--- src/rtl/aes_ctr_pkg.sv ---
// rtl/aes_ctr_pkg.sv - shared widths and request FSM encoding for aes_ctr_stream
package aes_ctr_pkg;

  localparam int BLOCK_W = 128;

  typedef logic [1:0] req_state_t;
  localparam req_state_t REQ_IDLE  = 2'd0;
  localparam req_state_t REQ_WAIT  = 2'd1;
  localparam req_state_t REQ_FLUSH = 2'd2;

  function automatic int nonce_w(input int ctr_w);
    return BLOCK_W - ctr_w;
  endfunction

endpackage

--- src/rtl/aes_ctr_stream_if.sv ---
// rtl/aes_ctr_stream_if.sv - core start/done handshake plus in/out data streams
// slave is the engine view, master is the core/system view.
interface aes_ctr_stream_if;
  import aes_ctr_pkg::*;

  logic               core_start;
  logic [BLOCK_W-1:0] core_block;
  logic               core_done;
  logic [BLOCK_W-1:0] core_result;
  logic               in_valid;
  logic               in_ready;
  logic [BLOCK_W-1:0] in_data;
  logic               out_valid;
  logic               out_ready;
  logic [BLOCK_W-1:0] out_data;

  modport slave (
    output core_start, core_block, in_ready, out_valid, out_data,
    input  core_done, core_result, in_valid, in_data, out_ready
  );

  modport master (
    input  core_start, core_block, in_ready, out_valid, out_data,
    output core_done, core_result, in_valid, in_data, out_ready
  );

endinterface

--- src/rtl/aes_ctr_ks_fifo.sv ---
// rtl/aes_ctr_ks_fifo.sv - keystream block FIFO with synchronous flush
// Caller guarantees no push when full and no pop when empty.
module aes_ctr_ks_fifo
  import aes_ctr_pkg::*;
#(
  parameter int DEPTH = 2,
  parameter int LVL_W = $clog2(DEPTH + 1)
) (
  input  logic               clk,
  input  logic               reset,
  input  logic               flush,
  input  logic               push,
  input  logic [BLOCK_W-1:0] push_data,
  input  logic               pop,
  output logic [BLOCK_W-1:0] head,
  output logic [LVL_W-1:0]   level
);

  localparam int PTR_W = (DEPTH > 1) ? $clog2(DEPTH) : 1;

  logic [BLOCK_W-1:0] mem_q [DEPTH];
  logic [BLOCK_W-1:0] mem_d [DEPTH];
  logic [PTR_W-1:0]   rd_ptr_q, rd_ptr_d, wr_ptr_q, wr_ptr_d;
  logic [LVL_W-1:0]   level_q, level_d;

  function automatic logic [PTR_W-1:0] ptr_inc(input logic [PTR_W-1:0] p);
    return (p == PTR_W'(DEPTH - 1)) ? '0 : p + 1'b1;
  endfunction

  always_comb begin
    mem_d    = mem_q;
    rd_ptr_d = rd_ptr_q;
    wr_ptr_d = wr_ptr_q;
    level_d  = level_q;
    if (flush) begin
      rd_ptr_d = '0;
      wr_ptr_d = '0;
      level_d  = '0;
    end else begin
      if (push) begin
        mem_d[wr_ptr_q] = push_data;
        wr_ptr_d        = ptr_inc(wr_ptr_q);
      end
      if (pop) rd_ptr_d = ptr_inc(rd_ptr_q);
      case ({push, pop})
        2'b10:   level_d = level_q + 1'b1;
        2'b01:   level_d = level_q - 1'b1;
        default: level_d = level_q;
      endcase
    end
  end

  always_ff @(posedge clk) begin
    if (reset) begin
      rd_ptr_q <= '0;
      wr_ptr_q <= '0;
      level_q  <= '0;
    end else begin
      rd_ptr_q <= rd_ptr_d;
      wr_ptr_q <= wr_ptr_d;
      level_q  <= level_d;
    end
  end

  always_ff @(posedge clk) begin
    mem_q <= mem_d;
  end

  assign head  = mem_q[rd_ptr_q];
  assign level = level_q;

endmodule

--- src/rtl/aes_ctr_stream.sv ---
// rtl/aes_ctr_stream.sv - AES-CTR keystream prefetch and XOR stream engine
// AES_CTR_WRAP_GUARD_EN: stop requesting after the all-ones counter block.
module aes_ctr_stream
  import aes_ctr_pkg::*;
#(
  parameter  int CTR_W    = 64,
  parameter  int KS_DEPTH = 2,
  localparam int NONCE_W  = nonce_w(CTR_W),
  localparam int LVL_W    = $clog2(KS_DEPTH + 1)
) (
  input  logic               clk,
  input  logic               reset,
  input  logic               init,
  input  logic [NONCE_W-1:0] nonce,
  input  logic [CTR_W-1:0]   ctr_start,
  aes_ctr_stream_if.slave    bus,
  output logic [LVL_W-1:0]   ks_level,
  output logic               err_wrap
);

  logic               armed_q, armed_d;
  logic [NONCE_W-1:0] nonce_q, nonce_d;
  logic [CTR_W-1:0]   ctr_q, ctr_d;
  req_state_t         state_q, state_d;
  logic               out_valid_q, out_valid_d;
  logic [BLOCK_W-1:0] out_data_q, out_data_d;
  logic [BLOCK_W-1:0] ks_head;
  logic               req_go, done_take, in_fire, out_fire, wrap_block;

`ifdef AES_CTR_WRAP_GUARD_EN
  logic err_wrap_q, err_wrap_d;

  always_comb begin
    err_wrap_d = err_wrap_q;
    if (init) err_wrap_d = 1'b0;
    else if (req_go && (&ctr_q)) err_wrap_d = 1'b1;
  end

  always_ff @(posedge clk) begin
    if (reset) err_wrap_q <= 1'b0;
    else       err_wrap_q <= err_wrap_d;
  end

  assign wrap_block = err_wrap_q;
  assign err_wrap   = err_wrap_q;
`else
  assign wrap_block = 1'b0;
  assign err_wrap   = 1'b0;
`endif

  // In REQ_IDLE nothing is in flight, so ks_level alone bounds the prefetch.
  assign req_go    = armed_q && !init && (state_q == REQ_IDLE) &&
                     (ks_level < LVL_W'(KS_DEPTH)) && !wrap_block;
  assign done_take = (state_q == REQ_WAIT) && bus.core_done && !init;

  assign bus.core_start = req_go;
  assign bus.core_block = {nonce_q, ctr_q};

  assign bus.in_ready  = armed_q && !init && (ks_level != '0) &&
                         (!out_valid_q || bus.out_ready);
  assign bus.out_valid = out_valid_q && !init;
  assign bus.out_data  = out_data_q;
  assign in_fire       = bus.in_valid && bus.in_ready;
  assign out_fire      = bus.out_valid && bus.out_ready;

  always_comb begin
    state_d = state_q;
    case (state_q)
      REQ_IDLE:  if (req_go) state_d = REQ_WAIT;
      // A done coinciding with init is the pending one; nothing left to discard.
      REQ_WAIT:  if (init) state_d = bus.core_done ? REQ_IDLE : REQ_FLUSH;
                 else if (bus.core_done) state_d = REQ_IDLE;
      REQ_FLUSH: if (bus.core_done) state_d = REQ_IDLE;
      default:   state_d = REQ_IDLE;
    endcase
  end

  always_comb begin
    armed_d     = armed_q || init;
    nonce_d     = init ? nonce : nonce_q;
    ctr_d       = ctr_q;
    out_valid_d = out_valid_q;
    out_data_d  = out_data_q;
    if (init)           ctr_d = ctr_start;
    else if (done_take) ctr_d = ctr_q + 1'b1;
    if (init)          out_valid_d = 1'b0;
    else if (in_fire)  out_valid_d = 1'b1;
    else if (out_fire) out_valid_d = 1'b0;
    if (in_fire) out_data_d = bus.in_data ^ ks_head;
  end

  always_ff @(posedge clk) begin
    if (reset) begin
      armed_q     <= 1'b0;
      nonce_q     <= '0;
      ctr_q       <= '0;
      state_q     <= REQ_IDLE;
      out_valid_q <= 1'b0;
      out_data_q  <= '0;
    end else begin
      armed_q     <= armed_d;
      nonce_q     <= nonce_d;
      ctr_q       <= ctr_d;
      state_q     <= state_d;
      out_valid_q <= out_valid_d;
      out_data_q  <= out_data_d;
    end
  end

  aes_ctr_ks_fifo #(
    .DEPTH (KS_DEPTH),
    .LVL_W (LVL_W)
  ) u_ks_fifo (
    .clk       (clk),
    .reset     (reset),
    .flush     (init),
    .push      (done_take),
    .push_data (bus.core_result),
    .pop       (in_fire),
    .head      (ks_head),
    .level     (ks_level)
  );

endmodule

--- src/flat_wrapper.sv ---
// flat-port wrapper written by rule: the top's interface ports become plain ports
module aes_ctr_stream_flat import aes_ctr_pkg::*;
#(
  parameter  int CTR_W    = 64,
  parameter  int KS_DEPTH = 2,
  localparam int NONCE_W  = nonce_w(CTR_W),
  localparam int LVL_W    = $clog2(KS_DEPTH + 1)
)
  (clk, reset, init, nonce, ctr_start, ks_level, err_wrap, bus_core_start, bus_core_block, bus_in_ready, bus_out_valid, bus_out_data, bus_core_done, bus_core_result, bus_in_valid, bus_in_data, bus_out_ready);
  aes_ctr_stream_if bus_i ();
  input  logic clk;
  input  logic reset;
  input  logic init;
  input  logic [NONCE_W-1:0] nonce;
  input  logic [CTR_W-1:0] ctr_start;
  output logic [LVL_W-1:0] ks_level;
  output logic err_wrap;
  output wire logic [$bits(bus_i.core_start)-1:0] bus_core_start;
  output wire logic [$bits(bus_i.core_block)-1:0] bus_core_block;
  output wire logic [$bits(bus_i.in_ready)-1:0] bus_in_ready;
  output wire logic [$bits(bus_i.out_valid)-1:0] bus_out_valid;
  output wire logic [$bits(bus_i.out_data)-1:0] bus_out_data;
  input wire logic [$bits(bus_i.core_done)-1:0] bus_core_done;
  input wire logic [$bits(bus_i.core_result)-1:0] bus_core_result;
  input wire logic [$bits(bus_i.in_valid)-1:0] bus_in_valid;
  input wire logic [$bits(bus_i.in_data)-1:0] bus_in_data;
  input wire logic [$bits(bus_i.out_ready)-1:0] bus_out_ready;
  assign bus_core_start = bus_i.core_start;
  assign bus_core_block = bus_i.core_block;
  assign bus_in_ready = bus_i.in_ready;
  assign bus_out_valid = bus_i.out_valid;
  assign bus_out_data = bus_i.out_data;
  assign bus_i.core_done = bus_core_done;
  assign bus_i.core_result = bus_core_result;
  assign bus_i.in_valid = bus_in_valid;
  assign bus_i.in_data = bus_in_data;
  assign bus_i.out_ready = bus_out_ready;
  aes_ctr_stream #(.CTR_W(CTR_W), .KS_DEPTH(KS_DEPTH)) u_core (.clk(clk), .reset(reset), .init(init), .nonce(nonce), .ctr_start(ctr_start), .bus(bus_i), .ks_level(ks_level), .err_wrap(err_wrap));
endmodule
--- config.mk ---
export PLATFORM = sky130hd
export DESIGN_NAME = aes_ctr_stream_flat
export DESIGN_NICKNAME = d
export VERILOG_FILES = /design/src/rtl/aes_ctr_pkg.sv /design/src/rtl/aes_ctr_stream_if.sv /design/src/rtl/aes_ctr_ks_fifo.sv /design/src/rtl/aes_ctr_stream.sv /design/src/flat_wrapper.sv
export SDC_FILE = /design/constraint.sdc
export NUM_CORES = 1
export LEC_CHECK = 0
export CAP_MARGIN = 40
export CORE_AREA = 10 10 249 251
export CTS_CLUSTER_DIAMETER = 100
export DETAILED_ROUTE_END_ITERATION = 6
export DIE_AREA = 0 0 259 261
export PLACE_DENSITY_LB_ADDON = 0.3
export SETUP_SLACK_MARGIN = 0.15
export SLEW_MARGIN = 20
export SYNTH_ARGS = -nofsm -noshare
export SYNTH_HDL_FRONTEND = slang
export SYNTH_SLANG_ARGS = --single-unit
--- constraint.sdc ---
create_clock -name clk -period 10.35 [get_ports clk]
set_input_delay 2.07 -clock clk [delete_from_list [all_inputs] [get_ports clk]]
set_output_delay 2.07 -clock clk [all_outputs]
set_load 0.01 [all_outputs]
==> impl_metrics.yaml, run 1 <==
run_status:
  status: "finished clean"
synthesis:
  ys_seq_area_share_pct: 62.21
  syn_nets: 2191
  ys_ff_latch: 520
  synth_top_flop_cell: "dfxtp_1"
  synth.area.top_cells: "edfxtp_1, dfxtp_1, mux2i_1"
  synth_area_leader_cell: "edfxtp_1"
  netlist_area_mm2: 0.02085
  yosysMostFrequentCell: "nand2_1"
  synth_edf_count: 256
  synth_warnings: 0
  synth_cells: 1799
  synth_commonest_cells: "nand2_1, dfxtp_1, edfxtp_1, mux2i_1, xnor2_1"
  yosysUniqueCellTypes: 58
  avgSynthCellArea_um2: 11.59
  yosysTopAreaCellShare_pct: 36.87
  async_reset_ff_share_pct: 0
global_route:
  grt_pass1_vias: 16564
  antenna_found_initial: 21
  grt_max_degree: 87
  grt_usage_pct: 20.09
  grt_first_pass_wirelength_um: 104200
  gr-total-overflow: 0
route:
  via_per_inst: 4.965
  antenna_left: 0
  drt_pass1_iterations: 5
  drt_iter0_drc: 1019
  via_count: 16152
  wl_per_cell_um: 22.05
  drt-total-wl_um: 71730
  drc_errors: 0
pwr:
  p_sw_share_pct: 22.15
  pwr-share-comb_pct: 8.2
  seqPwrFrac_pct: 47.6
  p_sw_mw: 1.038
  p_leak_nw: 9.951
  clockPowerShare_pct: 44.1
  power_density_mw_per_mm2: 154.7
  vdd_drop_max_v: 0.0001308
  intPower_mw: 3.648
sta:
  hold_ws_ns: 0.4499
  timing.final.crit_period_ns: 5.936
  tns_ns: 0
  rsz0062_at_grt: "no"
  relSlewSlack_pct: 42.77
  setup_slack_ns: 4.414
  finalHoldViolations: 0
  tightest_slew_ns: 0.8585
  max_freq_mhz: 168.5
  setup_viol: 0
  fin_worst_skew_ns: 0.01996
  slew_violations: 0
  period_share_pct: 57.36
floorplanning:
  die_height_um: 261
  io_pins: 652
  die-area_mm2: 0.06760
  die_w_um: 259
  start_util_pct: 36.49
  rows: 88
  core_mm2: 0.05714
cts:
  postCtsHoldBufs: 0
  cts_resized: 0
  ctsLongestPathBuffers: 3
  cts_tree: "done"
  root_buffer: "clkbuf_16"
  clk_pin_slew_ns: 0.06
  clk_latency_ns: 0.62
  clock_sinks: 520
  cts_buffers: 56
  post_cts_buffers: 0
  htreeDepth: 2
critical_path:
  cpPeakStageDelay_ns: 0.66
  worstPathArrival_ns: 3.87
  crit_family: "buffers and inverters"
  path_buf_inv: 2
  critPathMostFrequentCell: "clkdlybuf4s50_1"
  r2r_start: "u_core.u_ks_fifo.level[0]"
  critPathLaunchType: "input port"
  slowest_stage: "clkdlybuf4s50_1"
  endpoint_kind: "output pin"
  required_ns: 8.28
  cp_max_fo: 2
  crit_chain: "clkdlybuf4s50_1, nor2b_1, nor4b_2, clkdlybuf4s50_1"
  reg2reg_depth: 9
  r2r_slack_ns: 6.72
  r2r_end: "u_core.bus.out_data[59]"
  crit_type: "input port to output pin"
  crit_start: "bus_out_ready"
  worst-path-stages: 4
cells_and_area:
  drive_gt1_share_pct: 5.726
  area_growth_pct: 45.28
  num-fill-cells: 4916
  nets: 2824
min_path:
  min_from: "u_core.bus.out_data[34]"
  min_to: "u_core.bus.out_data[34]"
  min_path_cells: 2
  min-delay-path-class: "flop to flop"
place:
  dpl.hpwl_um: 53430
  io_buffer_count: 650
  gp_congestion: 0.9365
  pre_cts_ws_ns: 4.360
run:
  maxCapViolCount: 0
==> power by group through the flow <==
stage / sequential (mW) / combinational (mW) / clock [mW]
after floorplan: 2.28 / 0.110 / 0
after global placement: 2.27 / 0.377 / 0
after detailed placement: 2.28 / 0.388 / 0
after CTS: 2.23 / 0.390 / 2.12
after global routing: 2.24 / 0.412 / 2.20
final: 2.23 / 0.386 / 2.07
==> logic make-up after synthesis <==
group / synth area share [%]
xor gates and xnor gates: 6.846
buffers and inverters: 2.310
other: 0.01798
AOI/OAI and AO/OA: 7.020
adders and majority gates: 0.1200
muxes: 9.312
DFF: 62.21
and+or+nand+nor: 12.16
==> worst register-to-register path: cells and delay by family, from the launching register on <==
family | cells | cell delay [ns]
buf+inv | 4 | 1.57
simple gates | 4 | 1.28
flops | 1 | 0.53
compound gates | 1 | 0.18
==> layer usage <==
metal	track usage (%)	up-vias	share of wire (%)
li1	-	7665	-
met3	7.797	120	10
met4	5.832	26	2.4
met2	34.93	645	50
met5	0	-	0.22
met1	22.53	7696	37
==> through the flow <==
step | utilization [%] | instances | instance area, µm² | power, mW
2_1_floorplan | - | 1799 | 20850 | 2.393
3_3_place_gp | 49.05 | 3122 | 28030 | 2.650
3_5_place_dp | 49.61 | 3137 | 28350 | 2.663
4_1_cts | 52.95 | 3243 | 30260 | 4.738
5_1_grt | 53.01 | 3252 | 30290 | 4.844
6_report | 53.02 | 3253 | 30300 | 4.686
==> registers in the layout, summed over array words and instances (netlist names) <==
register                   count
u_core.u_ks_fifo.mem_q       256
u_core.bus.out_data          128
u_core.ctr_q                  64
u_core.nonce_q                64
u_core.state_q                 2
u_core.u_ks_fifo.level         2
u_core.armed_q                 1
u_core.out_valid_q             1
u_core.u_ks_fifo.rd_ptr_q      1
u_core.u_ks_fifo.wr_ptr_q      1
==> layout by cell type (no fill, tap or decap), drive strengths merged, types with 4 or more instances in the layout <==
cell type      instances
a2111oi                4
a211oi                29
a21oi                139
a311o                  4
a311oi                12
and2                   8
and3                   8
and4                  11
buf                   29
bufinv                 6
clkbuf                76
clkdlybuf4s50        648
clkinv                23
dfxtp                264
diode                  8
edfxtp               256
inv                   18
mux2i                194
nand2                291
nand2b                 5
nand3                 21
nand4                 28
nor2                 122
nor2b                  6
nor3                  19
nor4                  13
o2111a                 6
o21ai                 15
o31ai                  6
or3                    9
or4                    9
xnor2                151
xor2                  12
==> layout make-up <==
cell class | count | area, µm² | share of cell area [%]
Antenna cell | 8 | 20.02 | 0.06608
Clock buffer | 74 | 1562 | 5.154
Multi-Input combinational cell | 1157 | 7433 | 24.54
Inverter | 18 | 70.07 | 0.2313
Timing Repair Buffer | 679 | 6928 | 22.87
Sequential cell | 520 | 12980 | 42.83
Clock inverter | 32 | 349.1 | 1.152
Tap cell | 765 | 957.2 | 3.159
==> worst max-delay path by stage <==
stage,to,slack [ns]
6_report,bus_in_ready,4.41
5_1_grt,bus_in_ready,4.36
4_1_cts,bus_in_ready,4.36
3_5_place_dp,bus_in_ready,4.36
3_3_place_gp,u_core.u_ks_fifo.rd_ptr_q,3.84
2_1_floorplan,u_core.u_ks_fifo.mem_q[0],1.78
No activity file was read; power rests on OpenSTA's default activity.
==> inputs of run 2 (changes only) <==
==> constraint.sdc (replaced) <==
create_clock -name clk -period 5.6 [get_ports clk]
set_input_delay 1.12 -clock clk [delete_from_list [all_inputs] [get_ports clk]]
set_output_delay 1.12 -clock clk [all_outputs]
set_load 0.01 [all_outputs]
==> impl_metrics.yaml, run 2 (synthesis gave the netlist of run 1 again) <==
cts:
  cts_resized: 0
  clk_latency_ns: 0.62
  htreeDepth: 2
  post_cts_buffers: 0
  root_buffer: "clkbuf_16"
  cts_tree: "done"
  postCtsHoldBufs: 0
  clock_sinks: 520
  clk_pin_slew_ns: 0.06
  cts_buffers: 56
  ctsLongestPathBuffers: 3
pwr:
  power_density_mw_per_mm2: 288.1
  p_sw_share_pct: 21.88
  p_sw_mw: 1.905
  intPower_mw: 6.801
  p_leak_nw: 9.888
  vdd_drop_max_v: 0.0002279
  pwr-share-comb_pct: 8.2
  clockPowerShare_pct: 44.4
  seqPwrFrac_pct: 47.4
route:
  drt_pass1_iterations: 5
  drt_iter0_drc: 963
  antenna_left: 0
  drc_errors: 0
  drt-total-wl_um: 70810
  via_count: 16178
  via_per_inst: 4.989
  wl_per_cell_um: 21.84
critical_path:
  cp_max_fo: 2
  path_buf_inv: 3
  worstPathArrival_ns: 2.67
  slowest_stage: "clkdlybuf4s50_1"
  crit_type: "input port to output pin"
  endpoint_kind: "output pin"
  critPathLaunchType: "input port"
  critPathMostFrequentCell: "clkdlybuf4s50_1"
  required_ns: 4.48
  cpPeakStageDelay_ns: 0.55
  crit_family: "buffers and inverters"
  crit_chain: "clkdlybuf4s50_1, nor2b_1, nor4b_1, buf_4, clkdlybuf4s50_1"
sta:
  timing.final.crit_period_ns: 3.792
  rsz0062_at_grt: "no"
  setup_slack_ns: 1.808
  tns_ns: 0
  slew_violations: 0
  finalHoldViolations: 0
  period_share_pct: 67.72
  tightest_slew_ns: 1.015
  max_freq_mhz: 263.7
  fin_worst_skew_ns: 0.03466
  relSlewSlack_pct: 32.36
  setup_viol: 0
global_route:
  gr-total-overflow: 0
  antenna_found_initial: 18
  grt_pass1_vias: 16512
  grt_first_pass_wirelength_um: 103200
  grt_usage_pct: 19.89
  grt_max_degree: 129
cells_and_area:
  nets: 2818
  final_common_cell: "clkdlybuf4s50_1"
  regMostFlops: "u_core.u_ks_fifo.mem_q"
  largest_reg_flops: 256
  area_growth_pct: 44.91
  final_cell_mix: "clkdlybuf4s50_1, nand2_1, dfxtp_1, edfxtp_1, mux2i_1"
  drive_gt1_share_pct: 5.259
place:
  dpl.hpwl_um: 52050
  gp_congestion: 0.8770
  pre_cts_ws_ns: 1.636
  io_buffer_count: 650
floorplanning:
  io_pins: 652
  start_util_pct: 36.49
  die_w_um: 259
  die_height_um: 261
  die-area_mm2: 0.06760
  core_mm2: 0.05714
  rows: 88
min_path:
  min-delay-path-class: "flop to flop"
run_status:
  status: "finished clean"
run:
  maxCapViolCount: 0
[run 2: cell count changes in the layout (fill, tap and decap cells not counted), sizes merged]
cell and change:
clkinv -10, diode -2, clkbuf -2, bufinv +3
buf -5, inv +4, clkinvlp +2
[run 2: worst min-delay path, cell delays in order (launching register included)]
cell and delay (ns):
dfxtp_1 0.30, nand2_1 0.05, a21oi_1 0.05
[run 2: path summary, 6_finish.rpt]
kind,startpoint,endpoint,slack (ns),cells past startpoint
worst min-delay path,u_core.bus.out_data[10],u_core.bus.out_data[10],0.45,2
worst min register to register,u_core.bus.out_data[10],u_core.bus.out_data[10],0.45,2
worst max register to register,u_core.ctr_q[2],u_core.ctr_q[45],2.66,5
worst max-delay path,bus_out_ready,bus_in_ready,1.81,5
[run 2: layout make-up]
type | count | area (µm²)
fillers | 4913 | 26930
flip-flops and latches | 520 | 12980
multi-input cells | 1157 | 7427
repair buffers | 673 | 6835
clock buffers | 73 | 1485
well taps | 765 | 957.2
clock inverters | 31 | 451.7
inverters | 18 | 70.07
diodes | 6 | 15.01
[run 2: per-layer routing]
layer  GRT usage [%]  vias up  share of wire (%)
li1                -     7655                  -
met1           22.49     7699                 38
met2           34.28      666                 49
met3           7.710      130                 10
met4           5.947       28                2.4
met5               0        -               0.29
[run 2: metrics by stage]
stage	std cells	utilization [%]	instance area (µm²)	hold slack, ns	power [mW]
floorplan	1799	-	20860	0.4489	4.421
global placement	3124	49.16	28090	0.4380	4.900
detailed placement	3132	49.42	28240	0.4428	4.923
CTS	3236	52.80	30180	0.4510	8.805
global route	3239	52.86	30210	0.4639	9.003
finish	3243	52.88	30220	0.4489	8.706
[run 2: power by group through the flow]
| stage | clock network, mW | logic, mW | registers, mW |
|---|---|---|---|
| global route | 4.11 | 0.763 | 4.13 |
| floorplan | 0 | 0.204 | 4.22 |
| global placement | 0 | 0.697 | 4.20 |
| CTS | 3.96 | 0.719 | 4.12 |
| finish | 3.87 | 0.713 | 4.13 |
| detailed placement | 0 | 0.716 | 4.21 |
